File: config.mk
export PLATFORM = sky130hd
export DESIGN_NAME = fetch_unit
export DESIGN_NICKNAME = d
export VERILOG_FILES = /design/src/rtl/fetch_unit_pkg.sv /design/src/rtl/fetch_queue.sv /design/src/rtl/fetch_unit.sv
export SDC_FILE = /design/constraint.sdc
export NUM_CORES = 1
export LEC_CHECK = 0
export ABC_AREA = 1
export BUFFER_PORTS_ARGS = -buffer_cell sky130_fd_sc_hd__clkbuf_2
export CAP_MARGIN = 25
export CORE_AREA = 10 10 109 111
export CTS_CLUSTER_SIZE = 10
export DETAILED_ROUTE_END_ITERATION = 8
export DIE_AREA = 0 0 119 121
export GPL_TIMING_DRIVEN = 0
export PLACE_DENSITY = 0.81
export SLEW_MARGIN = 20
export SYNTH_ARGS = -nofsm -noshare
export SYNTH_HDL_FRONTEND = slang
export SYNTH_HIERARCHICAL = 1
export SYNTH_SLANG_ARGS = --single-unit
File: constraint.sdc
create_clock -name clk -period 3.88 [get_ports clk]
set_input_delay 0.194 -clock clk [delete_from_list [all_inputs] [get_ports clk]]
set_output_delay 0.194 -clock clk [all_outputs]
set_load 0.02 [all_outputs]
File: src/rtl/fetch_unit_pkg.sv
// fetch_unit_pkg
// Shared definitions for the instruction fetch unit: word width, reset
// fetch address default, HLT opcode match constants, FSM state encoding
// and the instruction-queue entry layout.
package fetch_unit_pkg;

    localparam int WORD_W = 16;

    localparam logic [WORD_W-1:0] RESET_PC_DEFAULT = 16'h0000;

    // HLT is recognised by its major opcode and function field only;
    // the remaining bits are don't-care.
    localparam logic [1:0] HLT_OP = 2'b11;
    localparam logic [3:0] HLT_FN = 4'b1111;

    typedef enum logic {
        ST_RUN    = 1'b0,
        ST_HALTED = 1'b1
    } fetch_state_t;

    // One queued instruction together with its successor address.
    typedef struct packed {
        logic [WORD_W-1:0] inst;
        logic [WORD_W-1:0] pc1;
    } qentry_t;

    function automatic logic is_hlt(input logic [WORD_W-1:0] inst);
        return (inst[15:14] == HLT_OP) && (inst[7:4] == HLT_FN);
    endfunction

endpackage

File: src/rtl/fetch_queue.sv
// fetch_queue
// Two-entry FIFO holding fetched instructions between the memory return
// and the IF/ID boundary. Push and pop in the same cycle both take effect;
// flush empties the queue and overrides push and pop.
// Ports:
//   clk, rst_n        clock, asynchronous active-low reset
//   push, push_data   write one entry at the tail
//   pop               drop the head entry
//   flush             discard every entry
//   head              head entry, all zeros when empty
//   full, empty       occupancy flags
module fetch_queue
    import fetch_unit_pkg::*;
(
    input  logic    clk,
    input  logic    rst_n,
    input  logic    push,
    input  qentry_t push_data,
    input  logic    pop,
    input  logic    flush,
    output qentry_t head,
    output logic    full,
    output logic    empty
);

    localparam int DEPTH = 2;

    qentry_t    entry_reg [DEPTH];
    logic       rd_ptr_reg;
    logic       wr_ptr_reg;
    logic [1:0] count_reg;

    always_ff @(posedge clk or negedge rst_n) begin
        if (!rst_n) begin
            rd_ptr_reg <= 1'b0;
            wr_ptr_reg <= 1'b0;
            count_reg  <= 2'd0;
        end else if (flush) begin
            rd_ptr_reg <= 1'b0;
            wr_ptr_reg <= 1'b0;
            count_reg  <= 2'd0;
        end else begin
            if (push) begin
                wr_ptr_reg <= ~wr_ptr_reg;
            end
            if (pop) begin
                rd_ptr_reg <= ~rd_ptr_reg;
            end
            count_reg <= count_reg + {1'b0, push} - {1'b0, pop};
        end
    end

    generate
        for (genvar gi = 0; gi < DEPTH; gi++) begin : g_entry
            always_ff @(posedge clk or negedge rst_n) begin
                if (!rst_n) begin
                    entry_reg[gi] <= '0;
                end else if (push && !flush && (wr_ptr_reg == 1'(gi))) begin
                    entry_reg[gi] <= push_data;
                end
            end
        end
    endgenerate

    assign empty = (count_reg == 2'd0);
    assign full  = (count_reg == 2'd2);
    // An empty queue presents a zero word so IF/ID sees a NOP bubble.
    assign head  = empty ? '0 : entry_reg[rd_ptr_reg];

endmodule

File: src/rtl/fetch_unit.sv
// fetch_unit
// Instruction fetch stage: issues one memory read per cycle into a 2-entry
// queue, delivers the queue head to IF/ID, handles redirects (flush with
// epoch squash of the in-flight return) and stops fetching on HLT.
// Ports:
//   clk, rst_n               clock, asynchronous active-low reset
//   ce                       run enable; gates new issue only
//   redirect, redirect_pc    taken branch: flush and refetch from target
//   id_ready                 decode accepts the head this cycle
//   imem_addr, imem_req      memory request (address is the fetch PC)
//   imem_q                   memory data, one cycle after imem_req
//   if_inst, if_pc1, if_valid  head instruction, its address + 1, valid
//   halted                   fetch stopped on HLT
//   pc_dbg                   next fetch address for display
module fetch_unit
    import fetch_unit_pkg::*;
#(
    parameter int                QDEPTH   = 2,
    parameter logic [WORD_W-1:0] RESET_PC = RESET_PC_DEFAULT
) (
    input  logic              clk,
    input  logic              rst_n,
    input  logic              ce,
    input  logic              redirect,
    input  logic [WORD_W-1:0] redirect_pc,
    input  logic              id_ready,
    output logic [WORD_W-1:0] imem_addr,
    output logic              imem_req,
    input  logic [WORD_W-1:0] imem_q,
    output logic [WORD_W-1:0] if_inst,
    output logic [WORD_W-1:0] if_pc1,
    output logic              if_valid,
    output logic              halted,
    output logic [WORD_W-1:0] pc_dbg
);

    localparam logic [2:0] QDEPTH_L = 3'(QDEPTH);

    fetch_state_t      state_reg;
    logic [WORD_W-1:0] pc_reg;
    logic              epoch_reg;
    logic              inflight_reg;
    logic              inflight_epoch_reg;
    logic [WORD_W-1:0] inflight_pc1_reg;

    logic    issue;
    logic    push;
    logic    pop;
    logic    q_full;
    logic    q_empty;
    qentry_t q_head;
    qentry_t push_data;
    logic [2:0] occupancy;
    logic [2:0] committed;

    assign occupancy = q_full ? 3'd2 : (q_empty ? 3'd0 : 3'd1);
    assign pop       = !q_empty && id_ready;
    // Slots already spoken for once this cycle's pop is taken into account;
    // counting the in-flight return keeps the queue from ever overflowing.
    assign committed = occupancy + {2'b00, inflight_reg} - {2'b00, pop};

    // rst_n is included so no request leaves the unit while reset is held.
    assign issue = rst_n && ce && (state_reg == ST_RUN) && !redirect
                   && (committed < QDEPTH_L);

    // A return is dropped if a redirect happened since it was issued, if a
    // redirect arrives now, or if HLT was already pushed (state HALTED).
    assign push = inflight_reg && (inflight_epoch_reg == epoch_reg)
                  && (state_reg == ST_RUN) && !redirect;

    assign push_data = '{inst: imem_q, pc1: inflight_pc1_reg};

    fetch_queue u_queue (
        .clk       (clk),
        .rst_n     (rst_n),
        .push      (push),
        .push_data (push_data),
        .pop       (pop),
        .flush     (redirect),
        .head      (q_head),
        .full      (q_full),
        .empty     (q_empty)
    );

    always_ff @(posedge clk or negedge rst_n) begin
        if (!rst_n) begin
            state_reg          <= ST_RUN;
            pc_reg             <= RESET_PC;
            epoch_reg          <= 1'b0;
            inflight_reg       <= 1'b0;
            inflight_epoch_reg <= 1'b0;
            inflight_pc1_reg   <= '0;
        end else begin
            inflight_reg <= issue;
            if (issue) begin
                inflight_epoch_reg <= epoch_reg;
                inflight_pc1_reg   <= pc_reg + 16'd1;
            end
            if (redirect) begin
                pc_reg    <= redirect_pc;
                epoch_reg <= ~epoch_reg;
                state_reg <= ST_RUN;
            end else begin
                if (issue) begin
                    pc_reg <= pc_reg + 16'd1;
                end
                if (push && is_hlt(imem_q)) begin
                    state_reg <= ST_HALTED;
                end
            end
        end
    end

    assign imem_addr = pc_reg;
    assign imem_req  = issue;
    assign if_inst   = q_head.inst;
    assign if_pc1    = q_head.pc1;
    assign if_valid  = !q_empty;
    assign halted    = (state_reg == ST_HALTED);
    assign pc_dbg    = pc_reg;

endmodule
# Word-level counts from Yosys, hierarchy flattened
# Cells that the tools add are included.
# word_totals
register_bits,104
input_bits,37
out_inout_bits,67
elab_cells,64
# classes
add_sub_neg,5
order_cmp,2
eq_ne,4
muxes,15
n_bitwise,5
reduce_logical,20
# op_table
operator,n
2-to-1 mux 32 bit,4
2-to-1 mux 16 bit,2
"adder 16 x 1 -> 16 bit, second input constant",1
logical AND 1 bit,13
nonzero test 2 bit,4
2-to-1 mux 1 bit,7
"equality test 2 bit, second input constant",2
"equality test 4 bit, second input constant",1
2-to-1 mux 2 bit,2
NOT 1 bit,4
adder 2 x 1 -> 3 bit,1
"less-than comparator 3 x 2 -> 1 bit, second input constant",1
subtractor 3 x 1 -> 3 bit,1
adder 2 x 1 -> 2 bit,1
"greater-or-equal comparator 2 bit, second input constant",1
logical NOT 1 bit,2
logical NOT 2 bit,1
NOT 1 -> 2 bit,1
subtractor 2 x 1 -> 2 bit,1
equality test 1 bit,1

# Depth between registers and ports, before layout
# Gate-level depths: netlist of run 1.
# depth
depth_word,9
depth_mapped,15
depth_no_buf,14

# Cells and area by module
# Netlist of run 1, hierarchy kept.
# modules_own_cells
module,instances,cells_each,area_each_um2,seq_area_each_um2
fetch_queue,1,372,3173.0,1701.6
fetch_unit,1,274,2013.2,900.9

# Worst setup path before layout of run 1
# No wires, ideal clock.
# synth_path
path_type,reg-to-reg
from,reg u_queue.count_reg[0]
to,reg pc_reg[11] (netlist: imem_addr[11])
setup_time_ns,0.069
t_arrival_ns,2.824
t_required_ns,3.811
path_slack_ns,0.987
path_stages_with_launch,16
path_buffers,3
period_less_slack_ns,2.893
path_cell_list,dfrtp_1 > nor2_1 > buf_2 > inv_1 > nand2_1 > ha_1 > or2_2 > fa_1 > inv_1 > nor2_1 > inv_1 > nor2_2 > buf_6 > buf_6 > nand3_1 > nand3_1
# synth_via
word_cells_on_any_way,11
classes_between,add/sub (2); order compare (1); eq/ne (1); mux (2); reduce/logical (5)
# synth_rtl
element,line_no,source
from (decl),fetch_queue.sv:31,logic [1:0] count_reg;
from (signal assigned),fetch_queue.sv:49,"count_reg <= count_reg + {1'b0, push} - {1'b0, pop};"
logical NOT 2 bit,fetch_queue.sv:65,assign empty = (count_reg == 2'd0);
named net q_empty,fetch_unit.sv:50,logic q_empty;
logical NOT 1 bit,n/a,
named net if_valid,fetch_unit.sv:32,"output logic if_valid,"
logical AND 1 bit,fetch_unit.sv:57,assign pop = !q_empty && id_ready;
subtractor 3 x 1 -> 3 bit,fetch_unit.sv:60,"assign committed = occupancy + {2'b00, inflight_reg} - {2'b00, pop};"
less-than comparator 3 x 2 -> 1 bit,fetch_unit.sv:64,&& (committed < QDEPTH_L);
logical AND 1 bit,fetch_unit.sv:64,
named net imem_req,fetch_unit.sv:28,"output logic imem_req,"
nonzero test 2 bit (no line),n/a,
to (signal assigned),fetch_unit.sv:100,pc_reg <= redirect_pc;
to (signal assigned),fetch_unit.sv:105,pc_reg <= pc_reg + 16'd1;
to (decl),fetch_unit.sv:40,logic [WORD_W-1:0] pc_reg;
# The timed path passes the listed nets, and every way through them passes these cells.
# A chain may end at the register's enable or synchronous reset.

# Worst setup path after layout of run 1
# layout_path
from,reg u_queue.count_reg[0]
to,out imem_req
# layout_via
word_cells_on_any_way,10
classes_between,add/sub (2); order compare (1); eq/ne (1); mux (2); reduce/logical (4)
# layout_rtl
element,line_no,source
logical NOT 2 bit,fetch_queue.sv:65,
named net q_empty,fetch_unit.sv:50,
logical NOT 1 bit,fetch_unit.sv:57,
logical AND 1 bit,fetch_unit.sv:57,
named net pop,fetch_unit.sv:48,logic pop;
subtractor 3 x 1 -> 3 bit,fetch_unit.sv:60,
less-than comparator 3 x 2 -> 1 bit,fetch_unit.sv:64,
logical AND 1 bit,fetch_unit.sv:64,
to (decl),fetch_unit.sv:28,
# The timed path passes the listed nets, and every way through them passes these cells.

==> results of run 1 <==
==> path summary, 6_finish.rpt <==
check                                        end
min in group asynchronous  u_queue/entry_reg[24]
min reg2reg                u_queue/entry_reg[47]
min                                 imem_addr[8]
max                                     imem_req
max reg2reg                  inflight_pc1_reg[8]
max in group asynchronous    inflight_pc1_reg[3]
==> per-layer routing <==
metal	global-route usage	vias up	wire length [µm]
li1	-	2251	-
met1	0.235	2057	5860
met2	0.284	130	5830
met3	0.0521	9	835
met4	0.0443	0	129
met5	0	-	0
==> cell type report <==
cell class | instances | area, µm² | area share
Buffer | 45 | 333 | 0.0539
Clock buffer | 12 | 155 | 0.0251
Tap cell | 133 | 166 | 0.0270
Sequential cell | 104 | 2600 | 0.422
Inverter | 64 | 240 | 0.0389
Multi-Input combinational cell | 433 | 2020 | 0.327
Timing Repair Buffer | 105 | 562 | 0.0910
Clock inverter | 4 | 98.8 | 0.0160
==> Yosys cell counts <==
| cell | instances | area share |
|---|---|---|
| sky130_fd_sc_hd__nand2_1 | 243 | 0.18 |
| sky130_fd_sc_hd__dfrtp_1 | 104 | 0.50 |
| sky130_fd_sc_hd__inv_1 | 63 | 0.046 |
| sky130_fd_sc_hd__nand3_1 | 41 | 0.040 |
| sky130_fd_sc_hd__o21ai_0 | 39 | 0.038 |
| sky130_fd_sc_hd__a21oi_1 | 36 | 0.035 |
| sky130_fd_sc_hd__nor2_1 | 24 | 0.017 |
| sky130_fd_sc_hd__o21ai_2 | 23 | 0.039 |
| sky130_fd_sc_hd__buf_4 | 19 | 0.028 |
| sky130_fd_sc_hd__buf_2 | 12 | 0.012 |
| sky130_fd_sc_hd__buf_6 | 6 | 0.013 |
| sky130_fd_sc_hd__nand4_1 | 5 | 0.0060 |
| sky130_fd_sc_hd__o21ai_1 | 5 | 0.0048 |
| sky130_fd_sc_hd__clkbuf_1 | 4 | 0.0029 |
| sky130_fd_sc_hd__ha_1 | 4 | 0.0097 |
| sky130_fd_sc_hd__o21bai_1 | 3 | 0.0043 |
| sky130_fd_sc_hd__clkbuf_2 | 2 | 0.0019 |
| sky130_fd_sc_hd__nor2_2 | 2 | 0.0024 |
| sky130_fd_sc_hd__or2_2 | 2 | 0.0024 |
| sky130_fd_sc_hd__buf_12 | 1 | 0.0039 |
| sky130_fd_sc_hd__buf_8 | 1 | 0.0029 |
| sky130_fd_sc_hd__fa_1 | 1 | 0.0039 |
| sky130_fd_sc_hd__inv_2 | 1 | 0.00072 |
| sky130_fd_sc_hd__nand3_4 | 1 | 0.0034 |
| sky130_fd_sc_hd__nand3b_1 | 1 | 0.0014 |
| sky130_fd_sc_hd__nand4_2 | 1 | 0.0024 |
| sky130_fd_sc_hd__xnor2_1 | 1 | 0.0017 |
| sky130_fd_sc_hd__xor2_1 | 1 | 0.0017 |
==> per-stage QoR <==
step | utilization | power (mW) | cells
final | 0.640 | 3.92 | 900
after global routing | 0.640 | 4.22 | 900
after CTS | 0.640 | 3.94 | 900
after detailed placement | 0.613 | 3.11 | 883
after global placement | 0.609 | 3.05 | 882
after floorplan | - | 2.63 | 646
==> cells by family after synthesis <==
family | share of synthesized area
buffers and inverters | 0.110
adder cells (fa/ha/maj) | 0.0135
flip-flops | 0.502
XOR/XNOR | 0.00338
AND/OR/NAND/NOR | 0.251
AO/OA/AOI/OAI | 0.120
==> where the power goes <==
| group | switching (mW) | leakage (nW) | internal [mW] |
|---|---|---|---|
| logic | 0.965 | 1.74 | 0.539 |
| clock network | 0.365 | 0.127 | 0.467 |
| registers | 0.210 | 1.36 | 1.37 |
==> worst max-delay path: stages, from the launching register on <==
cell                       delay [ps]
sky130_fd_sc_hd__dfrtp_1          420
sky130_fd_sc_hd__nor2_2           240
sky130_fd_sc_hd__clkbuf_4         280
sky130_fd_sc_hd__nor2_1           130
sky130_fd_sc_hd__ha_1             290
sky130_fd_sc_hd__or2_2            300
sky130_fd_sc_hd__fa_1             480
sky130_fd_sc_hd__inv_1             40
sky130_fd_sc_hd__nor2_1           150
sky130_fd_sc_hd__inv_1             70
sky130_fd_sc_hd__nor2_2           160
sky130_fd_sc_hd__buf_6            160
sky130_fd_sc_hd__buf_6            150
sky130_fd_sc_hd__clkbuf_2         180
==> repair_timing <==
item / CTS / global route
hold endpoints to repair: 24 / 0
hold buffers: 1 / 0
setup endpoints to repair: 0 / 1
gates resized for setup: 0 / 2
==> impl_metrics.ini, run 1 <==
[layout]
final_layout_size_suffix_gt1_frac = 0.249
fillcell_total = 847
largest_reg_flops = 64
area_delta_synth_final_pct = 19.0
layout.cells.most_common_list = 243 x sky130_fd_sc_hd__nand2_1, 104 x sky130_fd_sc_hd__dfrtp_1, 104 x sky130_fd_sc_hd__clkbuf_2, 63 x sky130_fd_sc_hd__inv_1, 41 x sky130_fd_sc_hd__nand3_1
antenna-diode-count = 0
finalNetCount = 804
layout.cell_area.non_filler_um2 = 6170
layout_commonest_cell = sky130_fd_sc_hd__nand2_1

[worst_hold_path]
min_from = redirect_pc[8]
holdCritPathClass = in -> reg
min_path_cells = 3

[critical_path]
worst_setup_path_startpoint = u_queue/count_reg[0]
timing.reg2reg.worst_path_depth = 12
timing_worst_setup_path_type = reg -> out
startpoint_type = flip-flop
critical_path.max_fanout = 11
worstPathArrival_ps = 3430
worst_r2r_startpoint = u_queue/count_reg[0]
endpoint_kind = primary output
reg2reg_setup_slack_ps = 680
worst-endpoint-required_ps = 3690

[sta]
period_utilization = 0.935
fin_crit_ps = 3630
report.final.slew_viol_count = 0
clock-skew-final_ps = 10.8
final.setup.worst_slack_ps = 252
grt_setup_unrepaired = false
setup_total_negative_slack_ps = 0
timing_hold_violations_final = 0
whs_ps = 40.7
worst-slew-pin-transition_ps = 520
finalSetupViolCount = 0
highest_clock_rate_mhz = 276
max-slew-margin-rel = 0.653

[status]
status = finished clean

[clock_tree]
tritoncts = built
clkSlewWorstSetupHoldPaths_ps = 100
htreeDepth = 3
worstSkewPairLatency_ps = 360
numCtsBuffers = 9
tritoncts_num_sinks = 104
post_cts.repair.setup_buffers = 0
clk_root_buffer_cell = sky130_fd_sc_hd__clkbuf_8
clk_path_buf_depth = 2

[pwr]
static_leakage_nw = 3.23
total_power_divided_by_cell_area_nw_per_um2 = 635
vdd_ir_drop_max_mv = 0.379

[flow_run]
maxCapViolations = 0

[grt]
grt_first_pass_wirelength_um = 21400
grt_antenna_before_repair = 0
groute.usage.overall = 0.179
maximum_number_of_pins_on_one_net_before_global_route_repair = 82
grt_pass1_vias = 4377
grt.overflow.total = 0

[placed_design]
place_worst_setup_slack_ps = 462
placed_cell_area_um2 = 5900
gp_congestion = 0.877
port-buffer-count = 103
detailed_place_hpwl_um = 9530

[drt]
routed_wire_length_per_instance_um = 14.1
drc_violations_left = 0
drt_iter0_drc = 323
avgViaCountPerCell = 4.94
route.vias.total = 4447
first_pass_iters = 4
drtAntennaViolNets = 0
finalWirelength_um = 12700

[floorplanning]
dieArea_um2 = 14400
die_x_um = 119
std_cell_rows = 36
num_io_pins = 104
initial_core_util = 0.538
die-height_um = 121
core_um2 = 9640

[logic_synthesis]
ys_ff_latch = 104
warnings_synthesis = 6
synthesis.nets = 688
yosysSeqAreaShare = 0.502
syn-cell-area_um2 = 5190
post_synth_inst_count = 646
synth.lib_cells_used.distinct = 28
syn-mean-instance-area_um2 = 8.03
Note: power is estimated with default switching activity, not from simulation.
==> run 2, diff against run 1 <==
- CORE_AREA: 10 10 109 111 -> 10 10 105 107
- DIE_AREA: 0 0 119 121 -> 0 0 115 117
- PLACE_DENSITY: 0.81 -> 0.87
- clock period: 3.88 -> 4.7 ns (I/O delays scaled with it)
==> run 2 against run 1 <==
Register-to-register slack improved by 670 ps. Largest power group unchanged. Core utilization increased by 3.5 points. Final cell count fell by 2.6%.
==> impl_metrics.ini, run 2 (synthesis gave the netlist of run 1 again) <==
[status]
status = finished clean

[floorplanning]
initial_core_util = 0.575
die-height_um = 117
die_x_um = 115
dieArea_um2 = 13500
std_cell_rows = 35
num_io_pins = 104
core_um2 = 9020

[layout]
layout.cells.most_common_list = 243 x sky130_fd_sc_hd__nand2_1, 104 x sky130_fd_sc_hd__dfrtp_1, 104 x sky130_fd_sc_hd__clkbuf_2, 63 x sky130_fd_sc_hd__inv_1, 41 x sky130_fd_sc_hd__nand3_1
post_layout_util = 0.676
antenna-diode-count = 0
final_layout_size_suffix_gt1_frac = 0.247
finalNetCount = 804
fillcell_total = 762
layout_commonest_cell = sky130_fd_sc_hd__nand2_1
largest_reg_flops = 64
area_delta_synth_final_pct = 17.5

[clock_tree]
cts_resized = 0
clk_root_buffer_cell = sky130_fd_sc_hd__clkbuf_8
ctsHoldBuffers = 1
worstSkewPairLatency_ps = 360
tritoncts = built
clk_path_buf_depth = 2
htreeDepth = 3
numCtsBuffers = 9
tritoncts_num_sinks = 104
post_cts.repair.setup_buffers = 0
clkSlewWorstSetupHoldPaths_ps = 90

[critical_path]
critical_path.max_fanout = 11
timing_worst_setup_path_type = reg -> out
worst-endpoint-required_ps = 4470
worstPathArrival_ps = 3620
startpoint_type = flip-flop
endpoint_kind = primary output

[grt]
grt_first_pass_wirelength_um = 21600
maximum_number_of_pins_on_one_net_before_global_route_repair = 61
grt_antenna_before_repair = 0
grt.overflow.total = 0
grt_pass1_vias = 4693
groute.usage.overall = 0.196

[drt]
avgViaCountPerCell = 5.22
drt_iter0_drc = 337
finalWirelength_um = 12700
first_pass_iters = 5
drc_violations_left = 0
drtAntennaViolNets = 0
routed_wire_length_per_instance_um = 14.5
route.vias.total = 4578

[pwr]
combPwrFrac = 0.395
vdd_ir_drop_max_mv = 0.246
total_power_divided_by_cell_area_nw_per_um2 = 516
power.internal_mw = 1.87
power.share.sequential = 0.416
switching_power_mw = 1.28
p_clk_frac = 0.188
switching_share = 0.405
static_leakage_nw = 3.21

[sta]
grt_setup_unrepaired = false
fin_crit_ps = 3850
finalSetupViolCount = 0
timing_hold_violations_final = 0
setup_total_negative_slack_ps = 0
period_utilization = 0.820
highest_clock_rate_mhz = 260
worst-slew-pin-transition_ps = 462
clock-skew-final_ps = 9.87
report.final.slew_viol_count = 0
max-slew-margin-rel = 0.692

[worst_hold_path]
holdCritPathClass = in -> reg

[placed_design]
detailed_place_hpwl_um = 9630
gp_congestion = 0.895
port-buffer-count = 103

[flow_run]
maxCapViolations = 0
run 2: stage by stage:
step / power, mW / cell area [µm²] / hold slack [ps] / instances / setup WS, ps
after global routing: 3.38 / 6100 / 82.6 / 877 / 584
after global placement: 2.51 / 5840 / 454 / 860 / 1270
final: 3.15 / 6100 / 80.9 / 877 / 848
after CTS: 3.17 / 6100 / 70.4 / 877 / 820
after detailed placement: 2.58 / 5880 / 192 / 861 / 1240
after floorplan: 2.17 / 5190 / -60.6 / 646 / 1800
run 2: worst paths after layout:
path	slack (ps)	endpoint	start	depth (start not counted)
worst min register to register	490	inflight_pc1_reg[0]	inflight_pc1_reg[0]	2
worst min-delay path	80	imem_addr[7]	redirect_pc[7]	3
worst max-delay path	850	imem_req	u_queue/count_reg[0]	13
min in group asynchronous	350	u_queue/entry_reg[26]	rst_n	2
worst max register to register	1350	inflight_pc1_reg[8]	u_queue/count_reg[0]	12
max in group asynchronous	3740	u_queue/entry_reg[38]	rst_n	3
run 2: power by group through the flow:
| stage | Clock, mW | Combinational [mW] | Sequential (mW) |
|---|---|---|---|
| after CTS | 0.603 | 1.26 | 1.31 |
| after global placement | 0 | 1.20 | 1.31 |
| after detailed placement | 0 | 1.25 | 1.33 |
| after floorplan | 0 | 0.852 | 1.32 |
| after global routing | 0.632 | 1.41 | 1.34 |
| final | 0.593 | 1.24 | 1.31 |
run 2: metal layers:
layer	share of wire	global-route usage	vias to the layer above
li1	-	-	2257
met1	0.43	0.253	2132
met2	0.48	0.318	173
met3	0.082	0.0530	16
met4	0.012	0.0545	0
met5	0	0	-
run 2: layout make-up:
class,instances,area (µm²),share of cell area
multi-input cells,433,2010,0.330
repair buffers,105,562,0.0922
well taps,111,139,0.0228
plain buffers,45,330,0.0542
clock buffers,10,128,0.0209
inverters,64,240,0.0394
flip-flops and latches,104,2600,0.427
clock inverters,5,81.3,0.0133
run 2: critical path, stage by stage (launching register included):
cell                       delay [ps]
sky130_fd_sc_hd__dfrtp_1          420
sky130_fd_sc_hd__nor2_1           370
sky130_fd_sc_hd__buf_2            330
sky130_fd_sc_hd__nor2_1           150
sky130_fd_sc_hd__ha_1             300
sky130_fd_sc_hd__or2_2            300
sky130_fd_sc_hd__fa_1             480
sky130_fd_sc_hd__inv_1             40
sky130_fd_sc_hd__nor2_1           150
sky130_fd_sc_hd__inv_1             70
sky130_fd_sc_hd__nor2_2           150
sky130_fd_sc_hd__buf_6            160
sky130_fd_sc_hd__buf_6            150
sky130_fd_sc_hd__clkbuf_2         180
==> run 3, diff against run 2 <==
- CORE_AREA: 10 10 105 107 -> 10 10 109 111
- DIE_AREA: 0 0 115 117 -> 0 0 119 121
- PLACE_DENSITY: 0.87 -> 0.81
- clock period: 4.7 -> 3.7 ns (I/O delays scaled with it)
==> run 3 against run 2 <==
Via count is 2.4% lower. Final cell count is 2.6% higher. Clock skew is 0.92 ps higher. Non-clock buffer count stayed put. Clock power is 47% higher. Critical path depth stayed put. Setup slack worse by 630 ps. First-iteration DRC count is 5.0% lower. Global-route usage is 1.8 points lower. Clock-buffer cell count is 2 higher. Cell area is 1.4% higher. Register-to-register slack worse by 710 ps.
==> impl_metrics.ini, run 3 (synthesis gave the netlist of run 1 again) <==
[critical_path]
reg2reg_setup_slack_ps = 640
worst_setup_path_startpoint = u_queue/count_reg[0]
endpoint_kind = primary output
timing_worst_setup_path_type = reg -> out
timing.reg2reg.worst_path_depth = 12
startpoint_type = flip-flop
worstPathArrival_ps = 3290
worst-endpoint-required_ps = 3510
worst_r2r_startpoint = u_queue/count_reg[0]
critical_path.max_fanout = 11
rr_endpoint = inflight_pc1_reg[8]

[worst_hold_path]
timing.hold.worst_endpoint = imem_addr[8]
holdCritPathClass = in -> reg
min_path_cells = 3
min_from = redirect_pc[8]

[sta]
max-slew-margin-rel = 0.653
report.final.slew_viol_count = 0
finalSetupViolCount = 0
timing_hold_violations_final = 0
period_utilization = 0.940
highest_clock_rate_mhz = 287
fin_crit_ps = 3480
worst-slew-pin-transition_ps = 520
clock-skew-final_ps = 10.8
grt_setup_unrepaired = false
setup_total_negative_slack_ps = 0

[layout]
antenna-diode-count = 0
largest_reg_flops = 64
multi_input_area_um2 = 2020
layout.cells.most_common_list = 243 x sky130_fd_sc_hd__nand2_1, 104 x sky130_fd_sc_hd__dfrtp_1, 104 x sky130_fd_sc_hd__clkbuf_2, 63 x sky130_fd_sc_hd__inv_1, 41 x sky130_fd_sc_hd__nand3_1
fillcell_total = 849
finalNetCount = 804
count_of_non_filler_cells_in_the_finished_layout = 900
seq_area_um2 = 2600
layout_commonest_cell = sky130_fd_sc_hd__nand2_1
final_layout_size_suffix_gt1_frac = 0.250
area_delta_synth_final_pct = 19.2
post_layout_util = 0.641

[floorplanning]
num_io_pins = 104
core_um2 = 9640
std_cell_rows = 36
dieArea_um2 = 14400
die_x_um = 119
die-height_um = 121
initial_core_util = 0.538

[drt]
routed_wire_length_per_instance_um = 14.1
drc_violations_left = 0
drtAntennaViolNets = 0
avgViaCountPerCell = 4.97
route.vias.total = 4470
finalWirelength_um = 12700
drt_iter0_drc = 320
first_pass_iters = 5

[clock_tree]
post_cts.repair.setup_buffers = 0
clk_path_buf_depth = 2
clkSlewWorstSetupHoldPaths_ps = 100
worstSkewPairLatency_ps = 360
htreeDepth = 3
numCtsBuffers = 9
tritoncts = built
clk_root_buffer_cell = sky130_fd_sc_hd__clkbuf_8
tritoncts_num_sinks = 104

[grt]
grt_first_pass_wirelength_um = 21400
grt_most_used_layer = met2
grt_antenna_before_repair = 0
grt_pass1_vias = 4386
grtUsageMet1 = 0.234
global_route.usage.met2 = 0.284
grt.overflow.total = 0
groute.usage.overall = 0.179
maximum_number_of_pins_on_one_net_before_global_route_repair = 82
use_met3 = 0.0526

[placed_design]
numPlacedInstances = 883
port-buffer-count = 103
gp_congestion = 0.877
detailed_place_hpwl_um = 9530

[pwr]
vdd_ir_drop_max_mv = 0.399
design_power_total_mw = 4.12
total_power_divided_by_cell_area_nw_per_um2 = 667
static_leakage_nw = 3.23

[status]
status = finished clean

[flow_run]
maxCapViolations = 0
[run 3: worst max-delay path: stages (launching register included)]
cell and delay (ps):
sky130_fd_sc_hd__dfrtp_1 430, sky130_fd_sc_hd__nor2_4 190, sky130_fd_sc_hd__buf_4 230, sky130_fd_sc_hd__nor2_2 100, sky130_fd_sc_hd__ha_1 280, sky130_fd_sc_hd__or2_2 300, sky130_fd_sc_hd__fa_1 480, sky130_fd_sc_hd__inv_1 40
sky130_fd_sc_hd__nor2_1 150, sky130_fd_sc_hd__inv_1 70, sky130_fd_sc_hd__nor2_2 160, sky130_fd_sc_hd__buf_6 160, sky130_fd_sc_hd__buf_6 150, sky130_fd_sc_hd__clkbuf_2 180
[run 3: power by group]
group	leakage (nW)	internal [mW]	switching (mW)
combinational	1.74	0.571	1.02
clock	0.127	0.490	0.383
sequential	1.36	1.44	0.224
total	3.23	2.50	1.62
[run 3: worst max-delay path by stage]
stage	endpoint	slack, ps	depth (start not counted)
finish	imem_req	220	13
global route	imem_req	30	13
CTS	imem_req	80	13
detailed placement	imem_req	290	13
global placement	imem_req	320	13
floorplan	imem_addr[11]	810	15
[run 3: per-stage QoR]
| step | hold slack [ps] | worst slack [ps] | cell area, µm² |
|---|---|---|---|
| finish | 31.9 | 220 | 6180 |
| global route | 19.2 | 25.2 | 6180 |
| CTS | 23.9 | 77.2 | 6170 |
| detailed placement | 74.2 | 291 | 5900 |
| global placement | 402 | 323 | 5870 |
| floorplan | -111 | 807 | 5190 |
[run 3: area by class of cell]
class	instances	share of cell area
repair buffers	105	0.0909
well taps	133	0.0269
plain buffers	45	0.0538
clock buffers	12	0.0251
flip-flops and latches	104	0.421
multi-input cells	433	0.327
inverters	64	0.0389
clock inverters	4	0.0160
[run 3: timing repair]
item	CTS	global route
hold buffers	1	0
hold endpoints to repair	24	0
gates resized for setup	2	2
gates cloned	0	0
endpoints found under the setup margin	1	1
[run 3: per-layer routing]
| layer | part of all wire | vias up |
|---|---|---|
| met2 | 0.46 | 144 |
| met4 | 0.010 | 0 |
| met3 | 0.069 | 9 |
| met5 | 0 | - |
| met1 | 0.46 | 2067 |
| li1 | - | 2250 |
